`config.mk`:
```
export PLATFORM = sky130hd
export DESIGN_NAME = hazard_scoreboard
export DESIGN_NICKNAME = d
export VERILOG_FILES = /design/src/rtl/hazard_scoreboard.sv
export SDC_FILE = /design/constraint.sdc
export NUM_CORES = 1
export LEC_CHECK = 0
export CORE_AREA = 2 2 95 97
export CTS_CLUSTER_DIAMETER = 60
export DETAILED_ROUTE_END_ITERATION = 8
export DIE_AREA = 0 0 97 99
export GPL_TIMING_DRIVEN = 0
export SLEW_MARGIN = 20
export SYNTH_ARGS = -nofsm -noshare
export SYNTH_HDL_FRONTEND = slang
export SYNTH_SLANG_ARGS = --single-unit
```
`constraint.sdc`:
```
create_clock -name clk -period 2.7 [get_ports clk]
set_input_delay 0.54 -clock clk [delete_from_list [all_inputs] [get_ports clk]]
set_output_delay 0.54 -clock clk [all_outputs]
set_load 0.02 [all_outputs]
```
`src/rtl/hazard_scoreboard.sv`:
```
// ============================================================================
//  Module      : hazard_scoreboard
//  Description : Pipeline hazard unit with operand forwarding, load-use and
//                register-scoreboard stalls, and a fixed-latency mul/div
//                tracker. Optional counters: HAZARD_SCOREBOARD_PERF_EN.
//  Revision    : 1.0 - initial release
// ============================================================================
`default_nettype none

module hazard_scoreboard #(
    parameter int REG_AW = 5,
    parameter int MD_LAT = 4
) (
    input  logic              clk,
    input  logic              reset,
    input  logic [REG_AW-1:0] rs1_d,
    input  logic [REG_AW-1:0] rs2_d,
    input  logic [REG_AW-1:0] rd_d,
    input  logic              reg_write_d,
    input  logic              md_op_d,
    input  logic [REG_AW-1:0] rs1_e,
    input  logic [REG_AW-1:0] rs2_e,
    input  logic [REG_AW-1:0] rd_e,
    input  logic [1:0]        result_src_e,
    input  logic              pc_src_e,
    input  logic              md_start_e,
    input  logic [REG_AW-1:0] rd_m,
    input  logic [REG_AW-1:0] rd_w,
    input  logic              reg_write_m,
    input  logic              reg_write_w,
    output logic [1:0]        forward_a_e,
    output logic [1:0]        forward_b_e,
    output logic              stall_f,
    output logic              stall_d,
    output logic              flush_d,
    output logic              flush_e,
    output logic              md_busy,
    output logic              md_wb_valid,
    output logic [REG_AW-1:0] md_wb_rd
`ifdef HAZARD_SCOREBOARD_PERF_EN
    ,
    output logic [31:0]       stall_cnt,
    output logic [31:0]       flush_cnt
`endif
);

    localparam int NUM_REGS = 2 ** REG_AW;
    localparam int CW       = $clog2(MD_LAT);

    localparam logic [CW-1:0] C_CNT_INIT = CW'(MD_LAT - 2);
    localparam logic [1:0]    S_IDLE     = 2'd0;
    localparam logic [1:0]    S_BUSY     = 2'd1;
    localparam logic [1:0]    S_DONE     = 2'd2;

    logic [1:0]          r_state;
    logic [CW-1:0]       r_cnt;
    logic [REG_AW-1:0]   r_wb_rd;
    logic [NUM_REGS-1:0] r_pending;
    logic [NUM_REGS-1:0] w_pending_nxt;
    logic                w_accept;
    logic                w_load_use;
    logic                w_sb_haz;
    logic                w_hazard;

    function automatic logic [1:0] fwd_sel(
        input logic [REG_AW-1:0] rs,
        input logic [REG_AW-1:0] rdm,
        input logic              wem,
        input logic [REG_AW-1:0] rdw,
        input logic              wew,
        input logic [REG_AW-1:0] rdx,
        input logic              wex
    );
        logic [1:0] sel;
        sel = 2'b00;
        if (rs != '0) begin
            if (wem && rdm == rs)      sel = 2'b01;
            else if (wew && rdw == rs) sel = 2'b10;
            else if (wex && rdx == rs) sel = 2'b11;
        end
        return sel;
    endfunction

    // Unit outputs are masked while reset is held so an op caught in DONE never pulses.
    assign md_busy     = !reset && (r_state == S_BUSY);
    assign md_wb_valid = !reset && (r_state == S_DONE);
    assign md_wb_rd    = reset ? '0 : r_wb_rd;

    assign forward_a_e = fwd_sel(rs1_e, rd_m, reg_write_m, rd_w, reg_write_w, md_wb_rd, md_wb_valid);
    assign forward_b_e = fwd_sel(rs2_e, rd_m, reg_write_m, rd_w, reg_write_w, md_wb_rd, md_wb_valid);

    assign w_accept   = md_start_e && (r_state != S_BUSY);
    assign w_load_use = (result_src_e == 2'b01) && (rd_e != '0) &&
                        ((rs1_d == rd_e) || (rs2_d == rd_e));
    assign w_sb_haz   = ((rs1_d != '0) && r_pending[rs1_d]) ||
                        ((rs2_d != '0) && r_pending[rs2_d]) ||
                        (reg_write_d && (rd_d != '0) && r_pending[rd_d]) ||
                        (md_op_d && md_busy);
    assign w_hazard   = w_load_use || w_sb_haz;

    assign stall_f = !reset && !pc_src_e && w_hazard;
    assign stall_d = !reset && !pc_src_e && w_hazard;
    assign flush_d = !reset && pc_src_e;
    assign flush_e = !reset && (pc_src_e || w_hazard);

    // Clear of the retiring op is applied first so a same-register restart wins.
    always_comb begin
        w_pending_nxt = r_pending;
        if (r_state == S_DONE)
            w_pending_nxt[r_wb_rd] = 1'b0;
        if (w_accept && (rd_e != '0))
            w_pending_nxt[rd_e] = 1'b1;
        w_pending_nxt[0] = 1'b0;
    end

    always_ff @(posedge clk) begin
        if (reset) begin
            r_state   <= S_IDLE;
            r_cnt     <= '0;
            r_wb_rd   <= '0;
            r_pending <= '0;
        end else begin
            r_pending <= w_pending_nxt;
            if (w_accept) begin
                r_state <= S_BUSY;
                r_cnt   <= C_CNT_INIT;
                r_wb_rd <= rd_e;
            end else begin
                case (r_state)
                    S_BUSY: begin
                        if (r_cnt == '0) r_state <= S_DONE;
                        else             r_cnt   <= r_cnt - 1'b1;
                    end
                    S_DONE:  r_state <= S_IDLE;
                    default: r_state <= S_IDLE;
                endcase
            end
        end
    end

`ifdef HAZARD_SCOREBOARD_PERF_EN
    always_ff @(posedge clk) begin
        if (reset) begin
            stall_cnt <= '0;
            flush_cnt <= '0;
        end else begin
            if (stall_d && stall_cnt != 32'hFFFF_FFFF) stall_cnt <= stall_cnt + 32'd1;
            if (pc_src_e && flush_cnt != 32'hFFFF_FFFF) flush_cnt <= flush_cnt + 32'd1;
        end
    end
`endif

endmodule

`default_nettype wire

```
## After elaboration in Yosys (flattened, before gate mapping)

Cells that the tools add are included.
W data, S select, Z words.

| word-level totals | value |
|---|---|
| output and inout port bits | 15 |
| ROM bits | 0 |
| register bits after elaboration | 41 |
| latch bits | 0 |
| memories | 0 |
| bits of input ports | 50 |
| logic and storage cells | 104 |
| bits in writable memories | 0 |

| cells by class | value |
|---|---|
| add/subtract/negate cells | 1 |
| equal/unequal tests | 14 |
| order comparisons | 7 |
| reduce and logical (&&, ||, !) cells | 43 |
| div/mod/pow operators | 0 |
| bitwise logic cells | 5 |
| $mul | 0 |
| shifts and indexed selects | 0 |
| mux-type cells | 27 |

Operators with widths:

| operator | count |
|---|---|
| $mux W32 | 2 |
| $eq A5 B5 Y1 | 8 |
| $and A32 B32 Y32 | 1 |
| $not A32 Y32 | 1 |
| $or A32 B32 Y32 | 1 |
| $lt A5 B6 Y1 const B | 5 |
| $reduce_bool A5 Y1 | 6 |
| $logic_and A1 B1 Y1 | 23 |
| $mux W2 | 11 |
| $bmux W1 S5 | 3 |
| $demux W1 S5 | 2 |
| $ge A5 B1 Y1 const B | 2 |
| $mux W1 | 8 |
| $logic_or A1 B1 Y1 | 6 |
| $mux W5 | 1 |
| $eq A2 B1 Y1 const B | 2 |
| $reduce_and A2 Y1 | 2 |
| $ne A3 B2 Y1 const B | 1 |
| $reduce_or A3 Y1 | 1 |
| $eq A2 B2 Y1 const B | 1 |
| $logic_not A1 Y1 | 2 |
| $logic_not A2 Y1 | 1 |
| $ne A2 B1 Y1 const B | 1 |
| $ne A2 B2 Y1 const B | 1 |
| other kinds (4) | 5 |

## Longest topological paths before layout

| depth | value |
|---|---|
| depth in word-level cells | 9 |
| depth in mapped cells | 7 |
| depth with buffers taken out | 5 |

## Least setup slack after synthesis

Ideal clock, no wire load.

| path | value |
|---|---|
| kind | input -> output |
| start point | input reset |
| end point | output stall_f |
| buffers on the path | 1 |
| required time | 2160 ps |
| path slack | -76 ps |
| stages on the path | 6 |
| data arrival time | 2236 ps |
| cells stage by stage | nor3b_1 a22oi_1 o41ai_2 a211oi_1 a41oi_1 buf_4 |

| between the ends | value |
|---|---|
| cells in the longest elaborated chain, start to end | 6 |
| elaborated cells on any way between the ends | 7 |
| those cells by class | reduce/logical (7) |

Ends and longest elaborated chain:

| what | line | text |
|---|---|---|
| from (decl) | 15 | `input logic reset,` |
| $logic_not A1 Y1 * | - |  |
| $logic_and A1 B1 Y1 | 85 | `assign md_busy = !reset && (r_state == S_BUSY);` |
| $logic_and A1 B1 Y1 | 98 | `(md_op_d && md_busy);` |
| $logic_or A1 B1 Y1 | 97 | `(reg_write_d && (rd_d != '0) && r_pending[rd_d]) \|\|` |
| $logic_or A1 B1 Y1 | 99 | `assign w_hazard = w_load_use \|\| w_sb_haz;` |
| $logic_and A1 B1 Y1 * | - |  |
| to (decl) | 33 | `output logic stall_f,` |

Every way passes the cells marked *; elsewhere a longest branch is shown, timed or not.

## Worst setup path after layout

| path | value |
|---|---|
| start point | input rs2_d[2] |
| end point | output stall_f |

| between the ends | value |
|---|---|
| cells in the longest elaborated chain, start to end | 8 |
| elaborated cells on any way between the ends | 12 |
| those cells by class | eq/ne (1); mux (2); reduce/logical (9) |

Ends and longest elaborated chain:

| what | line | text |
|---|---|---|
| from (decl) | 17 | `input logic [REG_AW-1:0] rs2_d,` |
| $bmux W1 S5 | 96 | `((rs2_d != '0) && r_pending[rs2_d]) \|\|` |
| $mux W1 (not written as such) | 96 |  |
| $logic_and A1 B1 Y1 | 96 |  |
| $logic_or A1 B1 Y1 | 95 | `assign w_sb_haz = ((rs1_d != '0) && r_pending[rs1_d]) \|\|` |
| $logic_or A1 B1 Y1 | 96 |  |
| $logic_or A1 B1 Y1 | 97 |  |
| $logic_or A1 B1 Y1 * | 99 |  |
| $logic_and A1 B1 Y1 * | 101 | `assign stall_f = !reset && !pc_src_e && w_hazard;` |

Every way passes the cells marked *; elsewhere a longest branch is shown, timed or not. The select of a mux whose other input is x is not followed.

==> impl_metrics.tcl <==
set metrics [dict create \
    worst_pin_slew_ns 0.747 \
    synth_nets 432 \
    worstPathRequired_ns 2.16 \
    syn-cell-area_um2 3230 \
    cts.sinks 40 \
    gp_congestion 0.916 \
    postSynthCellCount 382 \
    synthSimpleGateAreaFrac 0.236 \
    numPortBuffers 54 \
    antenna_left 0 \
    ys_seq_area_frac 0.248 \
    cts.path.max_buffers 2 \
    syn2layout_area_growth_pct 34.5 \
    fmax_mhz 369 \
    leakagePower_nw 1.54 \
    violations "negative setup slack" \
    outcome "finished, violations left" \
    synth_top_cell_area_share 0.248 \
    diodes 0 \
    whs_ns 0.479 \
    period_needed_ns 2.71 \
    pwr_density_cell_nw_per_um2 355 \
    die_h_um 99 \
    final_nets 508 \
    synth_top_area_cell "dfxtp_1" \
    viasPerCell 5.79 \
    grt_pass1_vias 3189 \
    synth-edff-count 0 \
    synth.distinct_cells 58 \
    h-tree-depth 2 \
    io_pins 65 \
    maxCapViolCount 0 \
    busiest_layer "met2" \
    use_met1 0.282 \
    slew_headroom 0.500 \
    synth-seq-cells 40 \
    dieArea_um2 9600 \
    synth_top_family_by_area "simple AND/OR/NAND/NOR gates" \
    core_um2 8550 \
    initial_core_util 0.378 \
    yosysMostFrequentCell "a21oi_1" \
    syn_area_per_cell_um2 8.46 \
    cp-end-kind "output pin" \
    drive_above_1_share 0.244 \
    setup_viol 1 \
    hold_buffers 0 \
    startpoint_type "input port" \
    wl_per_cell_um 18.4 \
    tritoncts "built" \
    fin_tns_setup_ns -0.0127 \
    grt.total_usage 0.212 \
    clk_latency_ns 0.29 \
    final-hold-violation-count 0 \
    muxShareOfSynthArea 0.163 \
    dp_hpwl_um 7620 \
    synth_xor_area_frac 0.103 \
    synth_flop_cell "dfxtp_1" \
    critPathKind "input port to output pin" \
    yosys.area_share.adder 0 \
    path_clk_slew_ns 0.07 \
    synth_compound_area_frac 0.189 \
    synthArstFlopShare 0 \
    drv_slew 0 \
    vias 3282 \
    drc 0 \
    worst_slack_ns -0.0127 \
    drtPass1Iterations 4 \
    peakVddDrop_mv 0.204 \
    drt_wl_total_um 10400 \
    row_count 34 \
    yosys-top-cells-area "dfxtp_1 (25%), mux4_2 (11%), a21oi_1 (7.0%), xnor2_1 (6.0%), nand2_1 (5.1%)" \
    grt_pass1_wl_um 16400 \
    min_path_type "flip-flop to flip-flop" \
    grt_max_degree 13 \
    grt.overflow.total 0 \
    drtIter0Drc 242 \
    grtUsageMet3 0.0305 \
    fillerInstances 838 \
    critPathMaxFanout 10 \
    numCtsBuffers 5 \
    post-route-util 0.508 \
    fin_skew_ns 0.00859 \
    die_w_um 97 \
    grtUsageMet2 0.363 \
    dp_slack_ns -1.15 \
    cts_root_buf "clkbuf_8" \
    arrival_ns 2.17 \
    synthTopCellsByCount "a21oi_1 (45), nand2_1 (44), dfxtp_1 (40)" \
    finalCritPeriodShare 1.00 \
    rsz0062_at_grt "true" \
    antenna_found_initial 0 \
    yosysWarnings 0 \
]
## cell families (layout without fill, tap and decap cells)
kind of cell	after synthesis	count (layout)
and+or+nand+nor	140	140
AOI/OAI and AO/OA	102	102
xor gates and xnor gates	38	38
buffers and inverters	33	110
muxes	29	29
DFF	40	40
## what timing repair did
item / CTS / global route
gates resized for setup: 91 / 36
pin swaps: 7 / 12
cloned: 0 / 0
setup buffers: 9 / 7
setup endpoints to repair: 8 / 8
## worst paths after layout
path         startpoint            end  cells past startpoint  slack (ns)
max            rs2_d[2]        stall_f                      9       -0.01
min reg2reg    r_cnt[1]     r_state[1]                      1        0.48
max reg2reg  r_state[1]  r_pending[22]                      6        0.74
min            r_cnt[1]     r_state[1]                      1        0.48
## flip-flops by register name, summed over array words and instances (netlist names)
register and cells:
r_wb_rd 5, r_cnt 2, r_pending 31, r_state 2
## area by class of cell
class	count	area (um2)	area share
clock inverter	2	35.0	0.00806
tap	108	135	0.0311
timing repair buffer	70	631	0.145
inverter	3	11.3	0.00259
buffer	29	241	0.0555
sequential	40	802	0.184
multi-input combinational	309	2420	0.557
clock buffer	6	72.6	0.0167
## worst max-delay path, cell delays in order
cell and delay (ns):
buf_12 0.12, buf_12 0.14, mux2i_1 0.13, o22a_1 0.22, a311oi_4 0.41, a211oi_2 0.13
a41oi_2 0.24, buf_4 0.14, buf_6 0.10
## report_power, final
group | leakage (nW) | internal (W) | switching, W
Combinational | 1.16 | 0.000213 | 0.000230
Clock | 0.0552 | 0.000274 | 0.000206
Sequential | 0.325 | 0.000604 | 0.0000164
## per-stage QoR
| step | std cells | cell area (um2) | total power [W] |
|---|---|---|---|
| final | 567 | 4350 | 0.00154 |
| after global placement | 544 | 3920 | 0.00102 |
| after detailed placement | 544 | 3920 | 0.00102 |
| after floorplan | 382 | 3240 | 0.000862 |
| after global routing | 567 | 4350 | 0.00161 |
| after CTS | 561 | 4230 | 0.00153 |
## layout by cell type (no fill, tap or decap), types with 8 or more instances in the layout
| cell | n |
|---|---|
| nand2b_1 | 8 |
| dlygate4sd2_1 | 9 |
| nor2_1 | 11 |
| nand2_1 | 43 |
| clkdlybuf4s50_1 | 28 |
| a21oi_1 | 45 |
| xor2_1 | 16 |
| dfxtp_1 | 39 |
| o21ai_0 | 27 |
| buf_4 | 21 |
| nand3_1 | 17 |
| clkbuf_1 | 12 |
| mux4_2 | 18 |
| xnor2_1 | 22 |
| clkbuf_8 | 9 |
## layer usage
metal | share of wire | vias to the layer above
li1 | - | 1562
met1 | 0.44 | 1561
met2 | 0.47 | 139
met3 | 0.066 | 20
met4 | 0.020 | 0
met5 | 0 | -
Note: power is estimated with default switching activity, not from simulation.
